File: config.mk
export PLATFORM = sky130hd
export DESIGN_NAME = regfile_dump_reader
export DESIGN_NICKNAME = d
export VERILOG_FILES = /design/src/rtl/regfile_dump_reader.sv
export SDC_FILE = /design/constraint.sdc
export NUM_CORES = 1
export LEC_CHECK = 0
export BUFFER_PORTS_ARGS = -buffer_cell sky130_fd_sc_hd__buf_2
export CAP_MARGIN = 25
export CORE_MARGIN = 8
export CORE_UTILIZATION = 43
export DETAILED_ROUTE_END_ITERATION = 12
export PLACE_DENSITY = 0.76
export SETUP_SLACK_MARGIN = 0.02
export SLEW_MARGIN = 40
export SYNTH_ARGS = -nofsm -noshare
export SYNTH_HDL_FRONTEND = slang
export SYNTH_SLANG_ARGS = --single-unit
export TNS_END_PERCENT = 1
File: constraint.sdc
create_clock -name clk -period 2.15 [get_ports clk]
set_clock_uncertainty 0.2 [all_clocks]
set_input_delay 0.43 -clock clk [delete_from_list [all_inputs] [get_ports clk]]
set_output_delay 0.43 -clock clk [all_outputs]
set_load 0.005 [all_outputs]
File: src/rtl/regfile_dump_reader.sv
// Register file dump reader: walks r0..r(NUM_LOW_REGS-1) and optionally r31
// through the regfile debug select, captures each value after a settle delay
// and presents it as {index, data} on a valid/ready stream.
module regfile_dump_reader #(
   parameter int NUM_LOW_REGS  = 16,
   parameter bit INCLUDE_R31   = 1'b1,
   parameter int SETTLE_CYCLES = 1
) (
   input  logic        clk,
   input  logic        rst,
   input  logic        i_start,
   input  logic        i_abort,
   output logic [4:0]  o_which_reg,
   input  logic [31:0] i_reg_content,
   output logic        o_out_valid,
   input  logic        i_out_ready,
   output logic [31:0] o_out_data,
   output logic [4:0]  o_out_idx,
   output logic        o_out_last,
   output logic        o_busy,
   output logic        o_done
);

   typedef enum logic [1:0] {
      ST_IDLE   = 2'd0,
      ST_SETTLE = 2'd1,
      ST_SEND   = 2'd2
   } state_t;

   localparam logic [4:0] LP_LAST_LOW  = 5'(NUM_LOW_REGS - 1);
   localparam logic [4:0] LP_FINAL_IDX = INCLUDE_R31 ? 5'd31 : LP_LAST_LOW;
   localparam logic [2:0] LP_SETTLE    = 3'(SETTLE_CYCLES);

   state_t      r_state, w_state_nxt;
   logic [2:0]  r_cnt, w_cnt_nxt;
   logic [4:0]  r_which_reg, w_which_reg_nxt;
   logic [31:0] r_out_data, w_out_data_nxt;
   logic [4:0]  r_out_idx, w_out_idx_nxt;
   logic        r_out_last, w_out_last_nxt;
   logic        r_out_valid, w_out_valid_nxt;
   logic        r_done, w_done_nxt;

   logic        w_is_final;
   logic [4:0]  w_next_idx;
   logic        w_start_ok;

   // The select register doubles as the sequence position; after the last
   // low register the walk jumps to r31 (only reachable when INCLUDE_R31=1).
   assign w_is_final = (r_which_reg == LP_FINAL_IDX);
   assign w_next_idx = (r_which_reg == LP_LAST_LOW) ? 5'd31 : r_which_reg + 5'd1;
   // abort beats a simultaneous start in IDLE
   assign w_start_ok = i_start && !i_abort;

   // State register
   always_ff @(posedge clk or posedge rst) begin
      if (rst) begin
         r_state <= ST_IDLE;
      end else begin
         // NOTE: sequential state uses non-blocking assignments so every flop
         // samples the pre-edge values regardless of statement order.
         r_state <= w_state_nxt;
      end
   end

   // Next-state decode
   always_comb begin
      // NOTE: defaulting every combinational output first keeps paths that
      // assign nothing from inferring latches.
      w_state_nxt = r_state;
      case (r_state)
         ST_IDLE: begin
            if (w_start_ok) w_state_nxt = ST_SETTLE;
         end
         ST_SETTLE: begin
            if (i_abort)           w_state_nxt = ST_IDLE;
            else if (r_cnt == '0)  w_state_nxt = ST_SEND;
         end
         ST_SEND: begin
            if (i_abort)           w_state_nxt = ST_IDLE;
            else if (i_out_ready)  w_state_nxt = w_is_final ? ST_IDLE : ST_SETTLE;
         end
         default: w_state_nxt = ST_IDLE;
      endcase
   end

   // Datapath next values for select, settle counter and the stream word
   always_comb begin
      w_cnt_nxt       = r_cnt;
      w_which_reg_nxt = r_which_reg;
      w_out_data_nxt  = r_out_data;
      w_out_idx_nxt   = r_out_idx;
      w_out_last_nxt  = r_out_last;
      w_out_valid_nxt = r_out_valid;
      w_done_nxt      = 1'b0;
      case (r_state)
         ST_IDLE: begin
            if (w_start_ok) begin
               w_which_reg_nxt = 5'd0;
               w_cnt_nxt       = LP_SETTLE;
            end
         end
         ST_SETTLE: begin
            if (i_abort) begin
               w_which_reg_nxt = 5'd0;
               w_out_valid_nxt = 1'b0;
               w_out_last_nxt  = 1'b0;
            end else if (r_cnt != '0) begin
               w_cnt_nxt = r_cnt - 3'd1;
            end else begin
               // regfile writes land on negedge, so this posedge capture sees them
               w_out_data_nxt  = i_reg_content;
               w_out_idx_nxt   = r_which_reg;
               w_out_last_nxt  = w_is_final;
               w_out_valid_nxt = 1'b1;
            end
         end
         ST_SEND: begin
            if (i_abort) begin
               w_which_reg_nxt = 5'd0;
               w_out_valid_nxt = 1'b0;
               w_out_last_nxt  = 1'b0;
            end else if (i_out_ready) begin
               w_out_valid_nxt = 1'b0;
               if (w_is_final) begin
                  w_out_last_nxt  = 1'b0;
                  w_which_reg_nxt = 5'd0;
                  w_done_nxt      = 1'b1;
               end else begin
                  w_which_reg_nxt = w_next_idx;
                  w_cnt_nxt       = LP_SETTLE;
               end
            end
         end
         default: begin
            w_which_reg_nxt = 5'd0;
            w_out_valid_nxt = 1'b0;
            w_out_last_nxt  = 1'b0;
         end
      endcase
   end

   // Datapath registers
   always_ff @(posedge clk or posedge rst) begin
      if (rst) begin
         r_cnt       <= '0;
         r_which_reg <= '0;
         r_out_data  <= '0;
         r_out_idx   <= '0;
         r_out_last  <= 1'b0;
         r_out_valid <= 1'b0;
         r_done      <= 1'b0;
      end else begin
         r_cnt       <= w_cnt_nxt;
         r_which_reg <= w_which_reg_nxt;
         r_out_data  <= w_out_data_nxt;
         r_out_idx   <= w_out_idx_nxt;
         r_out_last  <= w_out_last_nxt;
         r_out_valid <= w_out_valid_nxt;
         r_done      <= w_done_nxt;
      end
   end

   assign o_which_reg = r_which_reg;
   assign o_out_valid = r_out_valid;
   assign o_out_data  = r_out_data;
   assign o_out_idx   = r_out_idx;
   assign o_out_last  = r_out_last;
   assign o_done      = r_done;
   assign o_busy      = (r_state != ST_IDLE);

endmodule

==> metrics.csv <==
metric,value,unit
status,completed,
hold_viol,0,
grt_max_degree,29,
grt_pass1_vias,1646,
crit_path_start_kind,flop,
io_pins,83,
postCtsSetupBuffers,0,
grt_pass1_wl,7327,um
pwr-share-clk,16.5,%
avgSynthCellArea,13.42,um2
relSlewSlack,63.66,%
final.setup.tns,0,ns
leakage,1.427,nW
cts_tree,done,
finalSetupViolations,0,
via_count,1514,
period_needed,2.002,ns
gp_congestion,0.7788,
post-place-ws,0.06157,ns
nets,289,
crit_type,reg -> reg,
drv_slew,0,
rsz0062_at_grt,no,
timing.critical_path.arrival,1.98,ns
crit_path_end_kind,flop,
diodes,0,
min_period_over_period,93.10,%
design.die.area,7474,um2
p_comb_share,38.4,%
tightest_slew,0.5443,ns
largest_reg_flops,32,
firstDrtPassIters,4,
ys_seq_elements,50,
nFillCells,406,
hpwl,3646,um
fp.dieW,86.46,um
gr-total-overflow,0,
cp_max_fo,4,
fp.dieH,86.46,um
cts_buffer_depth,2,
grt_usage,12.29,%
initialDrtViolationCount,50,
clockRootBuffer,clkbuf_8,
max_freq,499.6,MHz
coreArea,4755,um2
fp-row-count,25,
cts.clk_slew.worst_paths,0.08,ns
antenna_left,0,
p_seq_share,45.1,%
crit_required,2.13,ns
internal-power,0.002288,W
yosysUniqueCellTypes,32,
setup_slack,0.1483,ns
start_util,44.89,%
drc,0,
yosys_warnings,0,
hold_class,in -> reg,
p_sw,0.0009825,W
synth_nets,200,
clock_latency,0.29,ns
syn_area,2135,um2
totalWireLength,4549,um
yosysSeqAreaShare,58.62,%
timing.hold.ws,0.1653,ns
wl_per_cell,14.40,um
area_delta_synth_final,31.18,%
irDropWorstVdd,712.4,uV
cts_buffers,5,
syn_inst,159,
layout-drive-gt1-share,59.04,%
swShare,30.04,%
power.density,1168,nW/um2
cap_violations,0,
antenna_found_initial,0,
cts.htree.levels,2,
cts_sinks,50,
port_buffers,82,
vias_per_cell,4.791,
[cells in the final DEF (no fill, tap or decap), types with 2 or more instances in the layout]
| cell type | instances |
|---|---|
| mux2_2 | 39 |
| a21o_1 | 2 |
| buf_12 | 2 |
| nor2b_1 | 2 |
| ha_1 | 2 |
| dfrtp_1 | 50 |
| a31oi_1 | 2 |
| nand3_1 | 2 |
| buf_4 | 6 |
| a21oi_1 | 4 |
| inv_1 | 8 |
| nand2_1 | 4 |
| nor2_1 | 6 |
| buf_2 | 82 |
| o21ai_0 | 2 |
| clkbuf_8 | 6 |
| mux2i_1 | 4 |
[repair_timing]
action | CTS | global route
hold buffers | 1 | 0
endpoints found under the hold margin | 25 | 0
endpoints found under the setup margin | 0 | 2
resized for setup | 0 | 3
[worst paths after layout]
kind | slack (ns) | end | cells after the start | startpoint
worst max register to register | 0.15 | r_cnt[2] | 7 | o_which_reg[1]
max in group asynchronous | 0.69 | o_out_data[21] | 4 | rst
worst max-delay path | 0.15 | r_cnt[2] | 7 | o_which_reg[1]
worst min register to register | 0.29 | o_out_valid | 1 | o_out_valid
min in group asynchronous | 0.53 | o_out_data[30] | 3 | rst
worst min-delay path | 0.17 | o_out_data[14] | 2 | i_reg_content[14]
[layout make-up]
type                            count  area, um2  share of cell area, %
Sequential cell                    50       1251                  44.68
Clock inverter                      1      5.005                 0.1787
Timing Repair Buffer               91      505.5                  18.05
Clock buffer                        7      86.33                  3.083
Multi-Input combinational cell     91      834.6                  29.80
Tap cell                           67      83.83                  2.994
Inverter                            9      33.78                  1.206
[metrics by stage]
step | cells | utilization, % | instance area, um2 | power [W]
after detailed placement | 307 | 56.58 | 2690 | 0.002778
after global routing | 316 | 58.89 | 2800 | 0.003514
after floorplan | 159 | - | 2162 | 0.002254
after CTS | 316 | 58.71 | 2791 | 0.003335
final | 316 | 58.89 | 2800 | 0.003270
after global placement | 307 | 56.58 | 2690 | 0.002728
[kinds of logic after synthesis]
kind of cell	Yosys count	synth area share (%)
adder cells (fa/ha/maj)	4	2.345
buffers and inverters	18	4.162
AO/OA/AOI/OAI	17	4.924
flip-flops	50	58.62
AND/OR/NAND/NOR	26	6.800
multiplexers	44	23.15
[critical path, cell delays in order, from the launching register on]
cell and delay, ns:
dfrtp_1 0.37, ha_2 0.21, and3_4 0.20, ha_4 0.13
o21ai_1 0.07, a21oi_2 0.19, o21bai_4 0.17, mux2_2 0.34
[power by group through the flow]
| stage | sequential [W] | combinational [W] | clock (W) |
|---|---|---|---|
| final | 0.00148 | 0.00126 | 0.000539 |
| after global routing | 0.00153 | 0.00138 | 0.000608 |
| after CTS | 0.00148 | 0.00128 | 0.000572 |
| after detailed placement | 0.00150 | 0.00128 | 0 |
| after global placement | 0.00148 | 0.00125 | 0 |
| after floorplan | 0.00151 | 0.000740 | 0 |
[layer usage]
layer  part of all wire (%)  vias up  track usage, %
met5                      0        -               0
met1                     38      742           11.99
li1                       -      728               -
met3                    7.0        5           4.631
met2                     54       39           22.71
met4                    1.3        0           4.851
[cells in the mapped netlist]
cell,count,area [um2]
inv_1,9,33.78
mux2i_1,4,40.04
nand3_1,2,10.01
o22ai_1,1,6.260
clkbuf_1,2,7.510
and3_1,2,12.51
ha_1,4,50.05
nor3_1,2,10.01
mux2_4,1,15.01
nand2b_1,1,6.260
buf_2,5,25.02
dfrtp_1,50,1251
o211ai_1,1,7.510
nand2_1,4,15.01
or3b_2,1,8.760
o21a_1,1,7.510
o21bai_1,1,7.510
mux2_2,39,439.2
a21oi_1,5,25.02
o21ai_0,3,15.01
or2b_1,1,7.510
and2_4,1,8.760
nand4_1,1,6.260
nor4_1,1,6.260
nor2_1,6,22.52
or3b_4,1,11.26
nor3b_1,1,7.510
buf_6,2,22.52
a31oi_1,2,12.51
nor2b_1,2,12.51
a22o_1,1,8.760
a21o_1,2,15.01
(Power assumes the default switching activity.)
